<file path="config.mk">
export PLATFORM = sky130hd
export DESIGN_NAME = rr_arb4
export DESIGN_NICKNAME = d
export VERILOG_FILES = /design/src/rtl/arb_pkg.sv /design/src/rtl/rr_arb4_mux41.sv /design/src/rtl/rr_arb4.sv
export SDC_FILE = /design/constraint.sdc
export NUM_CORES = 1
export LEC_CHECK = 0
export CAP_MARGIN = 30
export CORE_MARGIN = 3
export CORE_UTILIZATION = 32
export CTS_CLUSTER_DIAMETER = 200
export DETAILED_ROUTE_END_ITERATION = 10
export GPL_ROUTABILITY_DRIVEN = 0
export PLACE_DENSITY_LB_ADDON = 0.08
export SLEW_MARGIN = 10
export SYNTH_ARGS = -nofsm -noshare
export SYNTH_HDL_FRONTEND = slang
export SYNTH_SLANG_ARGS = --single-unit
</file>
<file path="constraint.sdc">
create_clock -name clk -period 1.6 [get_ports clk]
set_input_delay 0.4 -clock clk [delete_from_list [all_inputs] [get_ports clk]]
set_output_delay 0.4 -clock clk [all_outputs]
set_load 0.02 [all_outputs]
</file>
<file path="src/rtl/arb_pkg.sv">
// Shared definitions for the four-way round-robin burst arbiter: requester
// count, grant index width, FSM encoding, watchdog default and the rotation pick.
package arb_pkg;

   localparam int NREQ         = 4;
   localparam int SELW         = 2;
   localparam int WDOG_CYC_DEF = 16;

   typedef enum logic {
      IDLE  = 1'b0,
      GRANT = 1'b1
   } state_e;

   // First requester with valid set, searching from ptr+1 upward and wrapping.
   function automatic logic [SELW-1:0] rrPick(input logic [SELW-1:0] ptr,
                                              input logic [NREQ-1:0] valid);
      logic [SELW-1:0] idx;
      logic            found;
      rrPick = ptr;
      found  = 1'b0;
      for (int k = 1; k <= NREQ; k++) begin
         idx = ptr + SELW'(k);
         if (!found && valid[idx]) begin
            rrPick = idx;
            found  = 1'b1;
         end
      end
   endfunction

endpackage

</file>
<file path="src/rtl/rr_arb4_mux41.sv">
// Generic 4:1 multiplexer; the arbiter uses one copy for the payload and one
// for the last flag.
module mux41 #(
   parameter int W = 1
) (
   input  logic [4*W-1:0] d_i,
   input  logic [1:0]     sel_i,
   output logic [W-1:0]   y_o
);

   assign y_o = d_i[sel_i*W +: W];

endmodule

</file>
<file path="src/rtl/rr_arb4.sv">
// Four-requester round-robin burst arbiter: a grant is held until the granted
// requester's last beat transfers. Macro RR_ARB4_WDOG_EN adds an idle watchdog.
module rr_arb4
   import arb_pkg::*;
#(
   parameter int DW       = 2,
   parameter int WDOG_CYC = WDOG_CYC_DEF
) (
   input  logic                 clk,
   input  logic                 rst_n,
   input  logic [NREQ-1:0]      req_valid,
   input  logic [NREQ*DW-1:0]   req_data,
   input  logic [NREQ-1:0]      req_last,
   output logic [NREQ-1:0]      req_ready,
   output logic                 out_valid,
   input  logic                 out_ready,
   output logic [DW-1:0]        out_data,
   output logic                 out_last,
   output logic [SELW-1:0]      sel,
   output logic                 busy,
   output logic                 timeout
);

   state_e          state_q;
   logic [SELW-1:0] sel_q;
   logic [SELW-1:0] ptr_q;
   logic [SELW-1:0] pickIdx;
   logic [DW-1:0]   muxData;
   logic            muxLast;
   logic            muxValid;
   logic            xferLast;
   logic            wdogFire;

   mux41 #(.W(DW)) uDataMux (
      .d_i   (req_data),
      .sel_i (sel_q),
      .y_o   (muxData)
   );

   mux41 #(.W(1)) uLastMux (
      .d_i   (req_last),
      .sel_i (sel_q),
      .y_o   (muxLast)
   );

   assign muxValid  = req_valid[sel_q];
   assign busy      = (state_q == GRANT);
   assign sel       = sel_q;
   assign out_valid = busy & muxValid;
   assign out_data  = busy ? muxData : '0;
   assign out_last  = busy & muxLast;
   assign xferLast  = out_valid & out_ready & out_last;
   assign pickIdx   = rrPick(ptr_q, req_valid);

   always_comb begin
      req_ready = '0;
      if (busy) begin
         req_ready[sel_q] = out_ready;
      end
   end

`ifdef RR_ARB4_WDOG_EN
   localparam logic [3:0] WDOG_LIM = 4'(WDOG_CYC - 1);

   logic [3:0] wdogCnt_q;

   assign wdogFire = busy & ~muxValid & (wdogCnt_q == WDOG_LIM);
   assign timeout  = wdogFire;

   // Counts consecutive granted cycles in which the owner presents no beat.
   always_ff @(posedge clk or negedge rst_n) begin
      if (!rst_n) begin
         wdogCnt_q <= '0;
      end else if (!busy || muxValid || wdogFire) begin
         wdogCnt_q <= '0;
      end else begin
         wdogCnt_q <= wdogCnt_q + 4'd1;
      end
   end
`else
   // WDOG_CYC stays referenced so both builds share one parameter list.
   assign wdogFire = 1'b0 & (WDOG_CYC != 0);
   assign timeout  = 1'b0;
`endif

   always_ff @(posedge clk or negedge rst_n) begin
      if (!rst_n) begin
         state_q <= IDLE;
         sel_q   <= '0;
         ptr_q   <= SELW'(3);
      end else begin
         unique case (state_q)
            IDLE: begin
               if (|req_valid) begin
                  sel_q   <= pickIdx;
                  state_q <= GRANT;
               end
            end
            GRANT: begin
               if (xferLast || wdogFire) begin
                  ptr_q   <= sel_q;
                  state_q <= IDLE;
               end
            end
            default: state_q <= IDLE;
         endcase
      end
   end

endmodule

</file>
==> impl_metrics.tcl, run 1 <==
set metrics [dict create \
    drive_gt1_frac 0.510 \
    grt_overflow_total 0 \
    clk_pin_slew_ps 50 \
    crit_start "sel[0]$_DFFE_PN0P_" \
    wl_met2_um 805 \
    synth-simple-area-share 0.215 \
    syn-num-nets 74 \
    hp-class "input port to asynchronous set/reset pin" \
    m1WireLength_um 658 \
    dp_hpwl_mm 1.18 \
    drc 0 \
    clkPwrFrac 0.085 \
    diodes 0 \
    syn_area_um2 505 \
    ant_nets 0 \
    cts_num_sinks 5 \
    fin_crit_ps 1920 \
    drt_iter0_drc 8 \
    synth_xor_area_frac 0 \
    p_total_w 0.00177 \
    p_leak_nw 0.477 \
    comb_power_share 0.737 \
    crit_cells 3 \
    skew_ps 2.40 \
    synth_fa_ha_area_frac 0 \
    reg2reg_depth 6 \
    synth_top_family_by_area "multiplexers" \
    crit_buf_inv 1 \
    drt-wirelength-per-cell_um 13.2 \
    status "finished with violations" \
    insertion_delay_ps 250 \
    gr-usage-all-layers 0.149 \
    die-area_um2 2090 \
    critPathMaxFanout 5 \
    port_buffers 29 \
    power_density_nw_per_um2 1780 \
    core_um2 1380 \
    rsz0062_at_grt "true" \
    htreeDepth 1 \
    violations "setup timing" \
    vias_per_cell 5.16 \
    cp_data_arrival_time_ps 1520 \
    fin_nets 124 \
    cts_buffers 3 \
    synth_mux_area_frac 0.243 \
    synth_seq_cells 5 \
    grt_max_degree 9 \
    fin_crit_sh 1.20 \
    dr_total_vias 614 \
    topRoutingLayerUsed "met4" \
    die_x_um 45.7 \
    maxSlewViolCount 0 \
    critPathTopFamily "multiplexers" \
    final_common_cell "buf_4" \
    hold_viol 0 \
    worst_slack_ps -317 \
    synth_compound_area_frac 0.183 \
    cts_tree "done" \
    postLayoutCoreUtil 0.722 \
    initial_core_util 0.366 \
    ys_types 31 \
    area_growth_pct 97.5 \
    power.net_switching_w 0.000709 \
    layout_common_cells "buf_4 (20), dlygate4sd2_1 (19), buf_6 (10), nor2_1 (5), and2_4 (5)" \
    synth_area_per_cell_um2 9.19 \
    fmax_mhz 522 \
    drv_cap 0 \
    antenna_found_initial 0 \
    setup_viol 12 \
    peakVddDrop_mv 0.790 \
    yosys_warnings 0 \
    crit_path_max_incr_delay_ps 540 \
    ios 31 \
    grt_pass1_vias 584 \
    rows 13 \
    internal_power_w 0.00107 \
    syn_inst 55 \
    cp.required_ps 1200 \
    drt-pass1-iter-count 3 \
    cts.path.max_buffers 2 \
    critPathKind "register to primary output" \
    startpoint_type "register" \
    wl_met3_um 88 \
    crit_chain "mux4_2, and2_4, buf_6" \
    worstSetupEndpointType "primary output" \
    die_h_um 45.7 \
    seqPwrFrac 0.178 \
    crit_slowest_cell "mux4_2" \
    p_sw_frac 0.399 \
    grt_pass1_wl_mm 2.31 \
    ys_seq_area_frac 0.252 \
    routed_wl_mm 1.58 \
    r2r-end "ptr_q[0]$_DFFE_PN1P_" \
    rr_startpoint "sel[0]$_DFFE_PN0P_" \
    r2r_slack_ps -230 \
    cts_root_buf "clkbuf_4" \
]
cells in the mapped netlist:
| master | instances | area [um^2] |
|---|---|---|
| mux2i_1 | 1 | 10.0 |
| buf_4 | 1 | 7.51 |
| o221a_2 | 1 | 11.3 |
| a22oi_1 | 1 | 7.51 |
| and2_1 | 3 | 18.8 |
| and2_2 | 1 | 7.51 |
| o311a_1 | 1 | 10.0 |
| and2_4 | 1 | 8.76 |
| clkbuf_1 | 2 | 7.51 |
| dfstp_2 | 2 | 52.6 |
| inv_1 | 5 | 18.8 |
| nor3_1 | 2 | 10.0 |
| a21o_1 | 1 | 7.51 |
| nor4_1 | 1 | 6.26 |
| a221oi_1 | 1 | 8.76 |
| mux4_1 | 2 | 52.6 |
| dfrtp_1 | 3 | 75.1 |
| mux2_4 | 1 | 15.0 |
| a21oi_1 | 3 | 15.0 |
| nand2_1 | 3 | 11.3 |
| nand3_1 | 2 | 10.0 |
| mux4_2 | 2 | 45.0 |
| buf_2 | 1 | 5.00 |
| o21ai_0 | 1 | 5.00 |
| nor3b_1 | 1 | 7.51 |
| nand3_2 | 1 | 10.0 |
| buf_6 | 1 | 11.3 |
| conb_1 | 1 | 3.75 |
| o22ai_1 | 3 | 18.8 |
| nor2_1 | 5 | 18.8 |
| o41ai_1 | 1 | 8.76 |
per-layer routing:
metal,vias up,GRT usage
li1,302,-
met1,291,0.172
met2,19,0.267
met3,2,0.0198
met4,0,0.0682
met5,-,0
worst reg2reg max path: stages (launching register included):
cell and delay [ps]:
dfrtp_2 450, mux4_2 540, buf_4 150, buf_6 100
and2_4 140, nand3_4 60, mux2_4 300
registers in the layout (all words and copies together), names as in the netlist:
register / cells
busy: 1
sel: 2
ptr_q: 2
metrics by stage:
stage	setup WS, ps	cells	area, um^2	hold WS [ps]	TNS, ps
2_1_floorplan	-70.2	55	515	104	-215
3_5_place_dp	-811	109	900	532	-6390
6_report	-317	119	998	374	-2440
4_1_cts	-303	116	943	382	-1900
3_3_place_gp	-792	109	900	520	-6110
5_1_grt	-355	119	998	388	-3010
power groups by stage:
stage | clock (W) | combinational [W] | sequential, W
finish | 0.000151 | 0.00131 | 0.000317
floorplan | 0 | 0.000645 | 0.000303
CTS | 0.000150 | 0.00120 | 0.000315
global route | 0.000165 | 0.00138 | 0.000330
detailed placement | 0 | 0.00111 | 0.000315
global placement | 0 | 0.00110 | 0.000316
cell families (layout without fill, tap and decap cells):
logic type | count (synthesis) | count (layout)
AO/OA/AOI/OAI | 13 | 13
buffers and inverters | 10 | 59
multiplexers | 6 | 6
AND/OR/NAND/NOR | 20 | 20
other | 1 | 1
flip-flops | 5 | 5
what timing repair did:
item / CTS / global route
hold buffers: 0 / 0
pin swaps: 6 / 2
gates cloned: 0 / 0
resized for setup: 77 / 8
buffers inserted: 3 / 4
endpoints found under the setup margin: 13 / 12
worst max path at each step:
stage,endpoint,slack [ps]
final,out_last,-320
after CTS,out_last,-300
after detailed placement,out_valid,-810
after floorplan,ptr_q[0]$_DFFE_PN1P_,-70
after global routing,out_last,-360
after global placement,out_valid,-790
final cells by class:
cell class	instances	area [um^2]
well taps	15	18.8
multi-input cells	40	365
repair buffers	50	439
flip-flops and latches	5	130
inverters	5	18.8
clock buffers	4	26.3
fillers	123	384
(Power assumes the default switching activity.)
==> inputs of run 2 (changes only) <==
PLACE_DENSITY = 0.73   (was unset)
PLACE_DENSITY_LB_ADDON = unset   (was 0.08)
==> impl_metrics.tcl, run 2 (same netlist as run 1, synthesis figures left out) <==
set metrics [dict create \
    cp.required_ps 1200 \
    hp-class "input port to asynchronous set/reset pin" \
    rr_startpoint "sel[0]$_DFFE_PN0P_" \
    gr-usage-all-layers 0.177 \
    violations "setup timing" \
    diodes 0 \
    worst_slack_ps -281 \
    rows 13 \
    drc 0 \
    insertion_delay_ps 240 \
    met1_usage 0.215 \
    ant_nets 0 \
    status "finished with violations" \
    crit_start "sel[0]$_DFFE_PN0P_" \
    worstSetupEndpointType "primary output" \
    fin_nets 121 \
    dp_hpwl_mm 1.34 \
    drt-pass1-iter-count 4 \
    area_growth_pct 87.1 \
    dr_total_vias 626 \
    critPathKind "register to primary output" \
    hold_viol 0 \
    die-area_um2 2090 \
    power_density_nw_per_um2 1740 \
    p_total_w 0.00165 \
    grt_max_degree 9 \
    htreeDepth 1 \
    peakVddDrop_mv 0.710 \
    critPathMaxFanout 5 \
    vias_per_cell 5.40 \
    core_um2 1380 \
    drt_iter0_drc 15 \
    routed_wl_mm 1.68 \
    hold_slack_ps 379 \
    grt_overflow_total 0 \
    fin_crit_sh 1.18 \
    maxSlewViolCount 0 \
    initial_core_util 0.366 \
    cts.path.max_buffers 2 \
    p_leak_nw 0.449 \
    layout_common_cells "dlygate4sd2_1 (20), buf_4 (20), buf_6 (6), nor2_1 (5), and2_4 (5)" \
    cp_data_arrival_time_ps 1480 \
    clk_pin_slew_ps 40 \
    die_h_um 45.7 \
    skew_ps 2.04 \
    drv_cap 0 \
    cts_root_buf "clkbuf_4" \
    ios 31 \
    antenna_found_initial 0 \
    die_x_um 45.7 \
    fmax_mhz 532 \
    fin_crit_ps 1880 \
    cts_tree "done" \
    port_buffers 29 \
    drive_gt1_frac 0.475 \
    cts_buffers 3 \
    cts_num_sinks 5 \
    cts_hold_buf 0 \
    drt-wirelength-per-cell_um 14.5 \
    grt_use_met3 0.00791 \
    grt_busiest_layer "met2" \
    grt_pass1_vias 604 \
    startpoint_type "register" \
    grt.met2_usage 0.315 \
    rsz0062_at_grt "true" \
    grt_pass1_wl_mm 2.63 \
    setup_viol 9 \
]
[run 2: cell count changes in the layout (fill, tap and decap cells not counted)]
cell	delta
inv_2	-1
nor3_2	+2
buf_6	-4
nor3_4	-2
a221oi_2	-1
inv_4	+1
a221oi_1	+1
dlygate4sd2_1	+1
[run 2: final timing paths]
kind | depth (start not counted) | endpoint | slack [ps]
max | 3 | out_last | -280
min | 1 | busy$_DFF_PN0_ | 380
max reg2reg | 5 | ptr_q[0]$_DFFE_PN1P_ | -100
min reg2reg | 2 | ptr_q[1]$_DFFE_PN1P_ | 500
max in group asynchronous | 1 | ptr_q[1]$_DFFE_PN1P_ | 970
min in group clk | 2 | ptr_q[1]$_DFFE_PN1P_ | 500
[run 2: report_power, final]
group          internal [W]  switching, W
sequential         0.000209      0.000104
clock             0.0000941     0.0000491
combinational      0.000685      0.000506
total              0.000988      0.000659
[run 2: per-layer routing]
metal / vias to the layer above / routed length, um
met4: 0 / 7
met1: 293 / 641
met5: - / 0
met3: 4 / 134
li1: 294 / -
met2: 35 / 900
[run 2: repair_timing]
action                     in CTS  in global routing
gates cloned                    0                  0
setup buffers                   1                  3
pin swaps                       5                  1
setup endpoints to repair      14                  9
gates resized for setup        72                  3
[run 2: worst max-delay path: stages, from the launching register on]
cell	delay [ps]
dfrtp_2	430
mux4_2	530
and2_4	160
buf_6	120
[run 2: layout make-up]
type | instances | area, um^2
Fill cell | 119 | 437
Timing Repair Buffer | 47 | 403
Multi-Input combinational cell | 40 | 347
Sequential cell | 5 | 130
Clock buffer | 4 | 26.3
Inverter | 5 | 21.3
Tap cell | 15 | 18.8
[run 2: stage by stage]
| step | setup slack (ps) | utilization | instances | TNS [ps] | instance area [um^2] |
|---|---|---|---|---|---|
| after global routing | -332 | 0.684 | 116 | -1980 | 946 |
| after global placement | -789 | 0.651 | 109 | -6120 | 900 |
| after CTS | -308 | 0.668 | 114 | -1200 | 923 |
| final | -281 | 0.684 | 116 | -1390 | 946 |
| after detailed placement | -844 | 0.651 | 109 | -6430 | 900 |
| after floorplan | -70.2 | - | 55 | -215 | 515 |
